==> src/rtl/cpu_clk_ctrl.sv <==
// cpu_clk_ctrl -- clock-enable sequencer for the single-cycle processor.
//
// Produces a one-clock cpu_ce pulse on the board clock instead of a divided
// clock. Modes: IDLE (stopped), RUN (free-run every DIV+1 clocks), STEP
// (exactly one pulse per step button edge) and HALTED (stopped by the
// processor's halt instruction until the run switch is dropped).
//
// Ports:
//   clk        board clock, the only clock
//   rst        asynchronous active-high reset
//   run_en     level, request free-run
//   step_req   level from debounced button; each rising edge asks for one cycle
//   halt_req   level from the processor, stops free-run
//   div_load   one-cycle strobe, loads div_val into the divide register
//   div_val    new divide ratio (pulse period is div_val+1 clocks)
//   cpu_ce     registered one-clock enable for every processor state element
//   state      IDLE=00 RUN=01 STEP=10 HALTED=11
//   busy       high in RUN or STEP
//   cycle_cnt  number of cpu_ce pulses issued, wraps silently
module cpu_clk_ctrl #(
    parameter int DIV_W       = 16,
    parameter int DEFAULT_DIV = 24,
    parameter int CNT_W       = 32
) (
    input  logic             clk,
    input  logic             rst,
    input  logic             run_en,
    input  logic             step_req,
    input  logic             halt_req,
    input  logic             div_load,
    input  logic [DIV_W-1:0] div_val,
    output logic             cpu_ce,
    output logic [1:0]       state,
    output logic             busy,
    output logic [CNT_W-1:0] cycle_cnt
);

    typedef enum logic [1:0] {
        S_IDLE   = 2'b00,
        S_RUN    = 2'b01,
        S_STEP   = 2'b10,
        S_HALTED = 2'b11
    } state_t;

    state_t           cur_state, nxt_state;
    logic [DIV_W-1:0] div_reg;
    logic [DIV_W-1:0] count, count_nxt;
    logic             step_q;
    logic             step_edge;
    logic             tick;
    logic             ce_nxt;

    assign step_edge = step_req & ~step_q;
    assign tick      = (count == div_reg);
    assign state     = cur_state;
    assign busy      = (cur_state == S_RUN) | (cur_state == S_STEP);

    // Next state and next enable. A div_load in the same cycle as a tick
    // swallows that tick, so STEP keeps waiting for a tick at the new ratio.
    always_comb begin
        nxt_state = cur_state;
        ce_nxt    = 1'b0;
        case (cur_state)
            S_IDLE: begin
                if (run_en)         nxt_state = S_RUN;
                else if (step_edge) nxt_state = S_STEP;
            end
            S_RUN: begin
                if (halt_req)       nxt_state = S_HALTED;
                else if (!run_en)   nxt_state = S_IDLE;
                else                ce_nxt    = tick & ~div_load;
            end
            S_STEP: begin
                if (tick && !div_load) begin
                    ce_nxt    = 1'b1;
                    nxt_state = S_IDLE;
                end
            end
            S_HALTED: begin
                if (!run_en)        nxt_state = S_IDLE;
            end
        endcase
    end

    // Prescaler: restarts from 0 on a ratio load, on any state change (so
    // every RUN/STEP entry starts a full period) and after each tick; it
    // sits at 0 whenever the sequencer is not counting.
    always_comb begin
        count_nxt = count + DIV_W'(1);
        if (div_load || (nxt_state != cur_state) || tick ||
            !((nxt_state == S_RUN) || (nxt_state == S_STEP)))
            count_nxt = '0;
    end

    always_ff @(posedge clk or posedge rst) begin
        if (rst) begin
            cur_state <= S_IDLE;
            div_reg   <= DIV_W'(DEFAULT_DIV);
            count     <= '0;
            step_q    <= 1'b0;
            cpu_ce    <= 1'b0;
            cycle_cnt <= '0;
        end else begin
            cur_state <= nxt_state;
            count     <= count_nxt;
            step_q    <= step_req;
            cpu_ce    <= ce_nxt;
            cycle_cnt <= cycle_cnt + CNT_W'(cpu_ce);
            if (div_load)
                div_reg <= div_val;
        end
    end

endmodule

==> config.mk <==
export PLATFORM = sky130hd
export DESIGN_NAME = cpu_clk_ctrl
export DESIGN_NICKNAME = d
export VERILOG_FILES = /design/src/rtl/cpu_clk_ctrl.sv
export SDC_FILE = /design/constraint.sdc
export NUM_CORES = 1
export LEC_CHECK = 0
export BUFFER_PORTS_ARGS = -buffer_cell sky130_fd_sc_hd__clkbuf_2
export CELL_PAD_IN_SITES_DETAIL_PLACEMENT = 1
export CELL_PAD_IN_SITES_GLOBAL_PLACEMENT = 1
export CORE_MARGIN = 10
export CORE_UTILIZATION = 40
export CTS_CLUSTER_SIZE = 16
export DETAILED_ROUTE_END_ITERATION = 12
export PLACE_DENSITY = 0.7
export REMOVE_ABC_BUFFERS = 1
export SYNTH_ARGS = -nofsm -noshare
export SYNTH_HDL_FRONTEND = slang
export SYNTH_SLANG_ARGS = --single-unit
==> constraint.sdc <==
create_clock -name clk -period 3.65 [get_ports clk]
set_input_delay 0.365 -clock clk [delete_from_list [all_inputs] [get_ports clk]]
set_output_delay 0.365 -clock clk [all_outputs]
set_load 0.02 [all_outputs]
# Word level (Yosys, flattened, before mapping)
# Cells that the tools add are included.
# W data, S select, Z words.
# totals
ff_bits	68
word_cells	39
# classes
bitwise_logic	5
reduce_logical	8
add_sub_neg	2
mux	11
n_eq_ne	7
# op_table
op	n
$add A32 B1 Y32	1
$add A16 B1 Y16 const B	1
$eq A16 B16 Y1	1
$mux W16	1
$mux W2	5
$pmux W2 S4	1
$eq A2 B2 Y1 const B	3
$eq A2 B1 Y1 const B	2
$logic_or A1 B1 Y1	4
$mux W1	3
$and A1 B1 Y1	2
$logic_not A1 Y1	2
$logic_not A2 Y1	1
$ne A2 B2 Y1	1
$not A1 Y1	2
$pmux W1 S2	1
$logic_and A1 B1 Y1	1
$or A1 B1 Y1	1

# Longest topological paths before layout
# depth
ltp_word	10
ltp_mapped	8
depth_no_buf	7

# Worst setup path before layout
# OpenSTA, ideal clock, no wires.
# synth_path
kind	register to register
startpoint	register cur_state[1], in the netlist state[1]
endpoint	register count[10]
slack_ps	1488
arrival_ps	2024
n_path_buf	1
synth_period_minus_slack_ps	2162
path_stages_with_launch	9
cell_sequence	dfrtp_1 inv_1 ha_1 o21a_1 nor2_1 o21ai_0 a32oi_1 clkbuf_1 nor4_1
# synth_via
elab_chain_cells	8
elab_cells_between_ends	19
# synth_lines
item	line_no	source
start: declaration	45	state_t cur_state, nxt_state;
start signal: assignment	104	cur_state <= nxt_state;
$mux W2, on equally long branches	70, 80, 66	
$mux W2, on equally long branches	69, 65	
$pmux W2 S4	63	case (cur_state)
$ne A2 B2 Y1, or another cell as far along	90	if (div_load || (nxt_state != cur_state) || tick ||
$logic_or A1 B1 Y1, on equally long branches	90, 91	
$logic_or A1 B1 Y1 or $logic_not A1 Y1 (tied branches)	90, 91	
$logic_or A1 B1 Y1 *	90	
$mux W16 *	90	
named net count_nxt[10]	47	logic [DIV_W-1:0] count, count_nxt;
end signal: assignment	105	count <= count_nxt;
end: declaration	47	
# The timed path passes the listed nets; every way through them passes the cells marked *.
# A chain may end at the register's enable or synchronous reset.

# Worst setup path after layout
# layout_path
startpoint	register cpu_ce
endpoint	register cycle_cnt[22]
# layout_via
elab_chain_cells	1
# layout_lines
item	line_no	source
start: declaration	32	output logic cpu_ce,
start signal: assignment	107	cpu_ce <= ce_nxt;
$add A32 B1 Y32	108	cycle_cnt <= cycle_cnt + CNT_W'(cpu_ce);
end signal: assignment	108	
end: declaration	35	output logic [CNT_W-1:0] cycle_cnt
# No other way between the ends.

==> summary.log <==
qor: status.run_status complete, no violations
qor: critical_path.critical_path.reg2reg.endpoint cycle_cnt[22]
qor: routing.route.detailed.vias_per_inst 5.21
qor: final_layout.most_frequent_cells_in_the_layout 66 x sky130_fd_sc_hd__dfrtp_1, 57 x sky130_fd_sc_hd__clkbuf_2, 46 x sky130_fd_sc_hd__xnor2_1
qor: routing.number_of_routed_nets_with_antenna_violations 0
qor: synth.post_synth_xor_area_fraction 16.2%
qor: hold_path.hold_path_startpoint step_req
qor: routing.detailedRoute.firstIterationViolations 55
qor: die.chipHeight 110 um
qor: placement.detailedPlacementHpwl 5600 um
qor: clock_network.clock-root-buffer sky130_fd_sc_hd__clkbuf_8
qor: timing.finalWorstPathRequiredPeriod 2.16 ns
qor: global_route.grt_max_degree 49
qor: timing.finalSetupViolCount 0
qor: die.die_area 12,100 um^2
qor: timing.final-max-slew-violation-count 0
qor: job.drv.max_cap_violation_count 0
qor: die.die_w 110 um
qor: global_route.grt_antenna_before_repair 0
qor: synth.synthMuxAreaShare 5.54%
qor: hold_path.worst_hold_path.endpoint step_q
qor: timing.number_of_failing_hold_endpoints_at_the_final_stage 0
qor: timing.achievable-frequency 463 MHz
qor: die.floorplan.core_area 7810 um^2
qor: die.initial_core_util 41.6%
qor: clock_network.cts.path.max_buffers 2
qor: clock_network.cts.hold.buffers_added 0
qor: critical_path.setup.reg_to_reg.worst_slack 1.49 ns
qor: timing.finalClockSkew 0.0139 ns
qor: global_route.vias_in_the_first_global_route 2,599
qor: placement.finalWeightedCongestion 0.825
qor: timing.final_min_period_over_clock_period 59.2%
qor: synth.ys_warn_count 0
qor: pwr.p_per_area 492 nW/um^2
qor: synth.synth-seq-area-share 52.4%
qor: final_layout.finish.net_count 376
qor: clock_network.tritoncts yes
qor: clock_network.tritoncts.num_buffers 9
qor: final_layout.most_common_cell_after_layout_fill_and_taps_aside sky130_fd_sc_hd__dfrtp_1
qor: synth.syn_inst 283
qor: synth.area_share_of_fa_ha_maj_cells_after_synthesis 2.69%
qor: timing.rsz0062_at_grt no
qor: timing.final_hold_slack 0.133 ns
qor: pwr.power.ir.vdd_worst 0.317 mV
qor: routing.num_vias 2,365
qor: critical_path.worst_setup_path_start_kind register
qor: critical_path.ff2ff_path_depth 7
qor: critical_path.timing.rr.start cpu_ce
qor: synth.synth.ff_latch_count 68
qor: critical_path.worstPathMaxFanout 9
qor: global_route.grt.overflow.total 0
qor: die.io-pin-count 58
qor: synth.yosys.cell_types.count 33
qor: global_route.gr-usage-all-layers 13.7%
qor: routing.drt-wirelength-per-cell 16.9 um
qor: clock_network.cts_num_sinks 68
qor: final_layout.largest_register_ffs 32
qor: critical_path.cp.arrival 2.43 ns
qor: synth.synth-simple-area-share 19.1%
qor: critical_path.critical_path_data_required_time 3.92 ns
qor: pwr.leakagePower 1.77 nW
qor: synth.synth_compound_gate_area_share 2.42%
qor: timing.fin_tns_setup 0 ns
qor: clock_network.htree_num_levels 3
qor: global_route.grt_pass1_wl 13,000 um
qor: routing.detailedRoute.firstPassIterationCount 4
qor: clock_network.path_clk_slew 0.08 ns
qor: critical_path.timing.critical_path.to_type register
qor: clock_network.insertion_delay 0.35 ns
qor: clock_network.cts.repair.resized 0
qor: timing.timing_worst_slew_pin_value 1.07 ns
qor: critical_path.critical_path_class reg -> reg
qor: routing.wl 7660 um
qor: placement.port-buffer-count 57
qor: synth.synth_top_family_by_area simple AND/OR/NAND/NOR gates
qor: timing.timing.max_slew.rel_slack 27.7%
qor: clock_network.post_cts.repair.setup_buffers 0
qor: die.floorplan.rows 32
qor: synth.mapped_area 3250 um^2
qor: hold_path.hold-path-cell-count 1
qor: synth.syn-mean-instance-area 11.5 um^2
qor: routing.drc 0
qor: final_layout.area_growth 19.8%
qor: final_layout.antenna-diode-count 0
qor: final_layout.fraction_of_layout_instances_using_a_drive_strength_above_1 28.4%
qor: hold_path.hold_class in -> reg
## report_power, final
| part | internal [mW] | total, mW | leakage, nW | switching, mW |
|---|---|---|---|---|
| Sequential | 0.791 | 0.835 | 0.905 | 0.0444 |
| Combinational | 0.137 | 0.354 | 0.745 | 0.218 |
| Clock | 0.439 | 0.728 | 0.122 | 0.289 |
## final cells by class
| class | instances | area (um^2) |
|---|---|---|
| clock inverter | 4 | 70.1 |
| sequential | 68 | 1700 |
| clock buffer | 12 | 165 |
| fill | 895 | 3910 |
| multi-input combinational | 201 | 1490 |
| timing repair buffer | 60 | 308 |
| tap | 102 | 128 |
| inverter | 7 | 26.3 |
## synth_stat cells
library cell	number	share of area, %
sky130_fd_sc_hd__nor2_1	16	1.8
sky130_fd_sc_hd__nand2_1	14	1.6
sky130_fd_sc_hd__o311a_1	1	0.31
sky130_fd_sc_hd__a221o_1	1	0.31
sky130_fd_sc_hd__clkbuf_1	6	0.69
sky130_fd_sc_hd__nand3_1	20	3.1
sky130_fd_sc_hd__and3b_1	1	0.27
sky130_fd_sc_hd__nand2b_1	4	0.77
sky130_fd_sc_hd__nor3_1	5	0.77
sky130_fd_sc_hd__and3_1	3	0.58
sky130_fd_sc_hd__nor4_1	18	3.5
sky130_fd_sc_hd__nor4_4	1	0.65
sky130_fd_sc_hd__mux2_2	16	5.5
sky130_fd_sc_hd__nand4_4	1	0.65
sky130_fd_sc_hd__dfstp_2	2	1.6
sky130_fd_sc_hd__nor4b_1	1	0.27
sky130_fd_sc_hd__ha_1	7	2.7
sky130_fd_sc_hd__nor3_4	1	0.50
sky130_fd_sc_hd__dfrtp_1	66	51
sky130_fd_sc_hd__clkbuf_2	1	0.15
sky130_fd_sc_hd__a32oi_1	1	0.27
sky130_fd_sc_hd__a21o_1	1	0.23
sky130_fd_sc_hd__a21oi_1	2	0.31
sky130_fd_sc_hd__nor4_2	1	0.38
sky130_fd_sc_hd__o21ai_0	5	0.77
sky130_fd_sc_hd__xnor2_1	46	12
sky130_fd_sc_hd__and2_1	2	0.38
sky130_fd_sc_hd__inv_1	7	0.81
sky130_fd_sc_hd__o21a_1	1	0.23
sky130_fd_sc_hd__and4_1	3	0.81
sky130_fd_sc_hd__nand4_1	14	2.7
sky130_fd_sc_hd__xor2_1	14	3.8
sky130_fd_sc_hd__or4_4	1	0.35
## critical path, stage by stage (launching register included)
cell	delay [ns]
sky130_fd_sc_hd__dfrtp_1	0.36
sky130_fd_sc_hd__ha_1	0.19
sky130_fd_sc_hd__ha_1	0.22
sky130_fd_sc_hd__inv_1	0.10
sky130_fd_sc_hd__nor4_2	0.73
sky130_fd_sc_hd__nand2_1	0.16
sky130_fd_sc_hd__nor2_1	0.17
sky130_fd_sc_hd__xor2_1	0.15
## worst max-delay path by stage
stage / startpoint / end / cells past startpoint
2_1_floorplan: state[1] / count[1] / 7
6_report: cpu_ce / cycle_cnt[22] / 7
4_1_cts: cpu_ce / cycle_cnt[22] / 7
5_1_grt: cpu_ce / cycle_cnt[24] / 7
3_5_place_dp: cpu_ce / cycle_cnt[22] / 7
3_3_place_gp: cpu_ce / cycle_cnt[24] / 7
## metrics by stage
stage / power (mW) / cell area, um^2 / setup slack, ns / cells / utilization, %
global placement: 1.19 / 3660 / 1.55 / 438 / 46.9
floorplan: 1.08 / 3220 / 1.44 / 276 / -
global route: 2.03 / 3890 / 1.25 / 454 / 49.9
CTS: 1.94 / 3890 / 1.46 / 454 / 49.9
detailed placement: 1.21 / 3660 / 1.49 / 438 / 46.9
finish: 1.92 / 3890 / 1.49 / 454 / 49.9
## kinds of logic (layout without fill, tap and decap cells)
family | Yosys count | count (layout)
compound gates | 12 | 12
xor+xnor | 60 | 60
fa+ha+maj | 7 | 7
buf+inv | 14 | 83
flops | 68 | 68
mux | 16 | 16
simple gates | 106 | 106
## routing by layer
metal / wire (um) / vias up / track usage (%)
met4: 138 / 0 / 5.60
li1: - / 1132 / -
met1: 3620 / 1176 / 17.3
met2: 3460 / 45 / 21.2
met5: 0 / - / 0
met3: 434 / 12 / 4.70
Note: power is estimated with default switching activity, not from simulation.
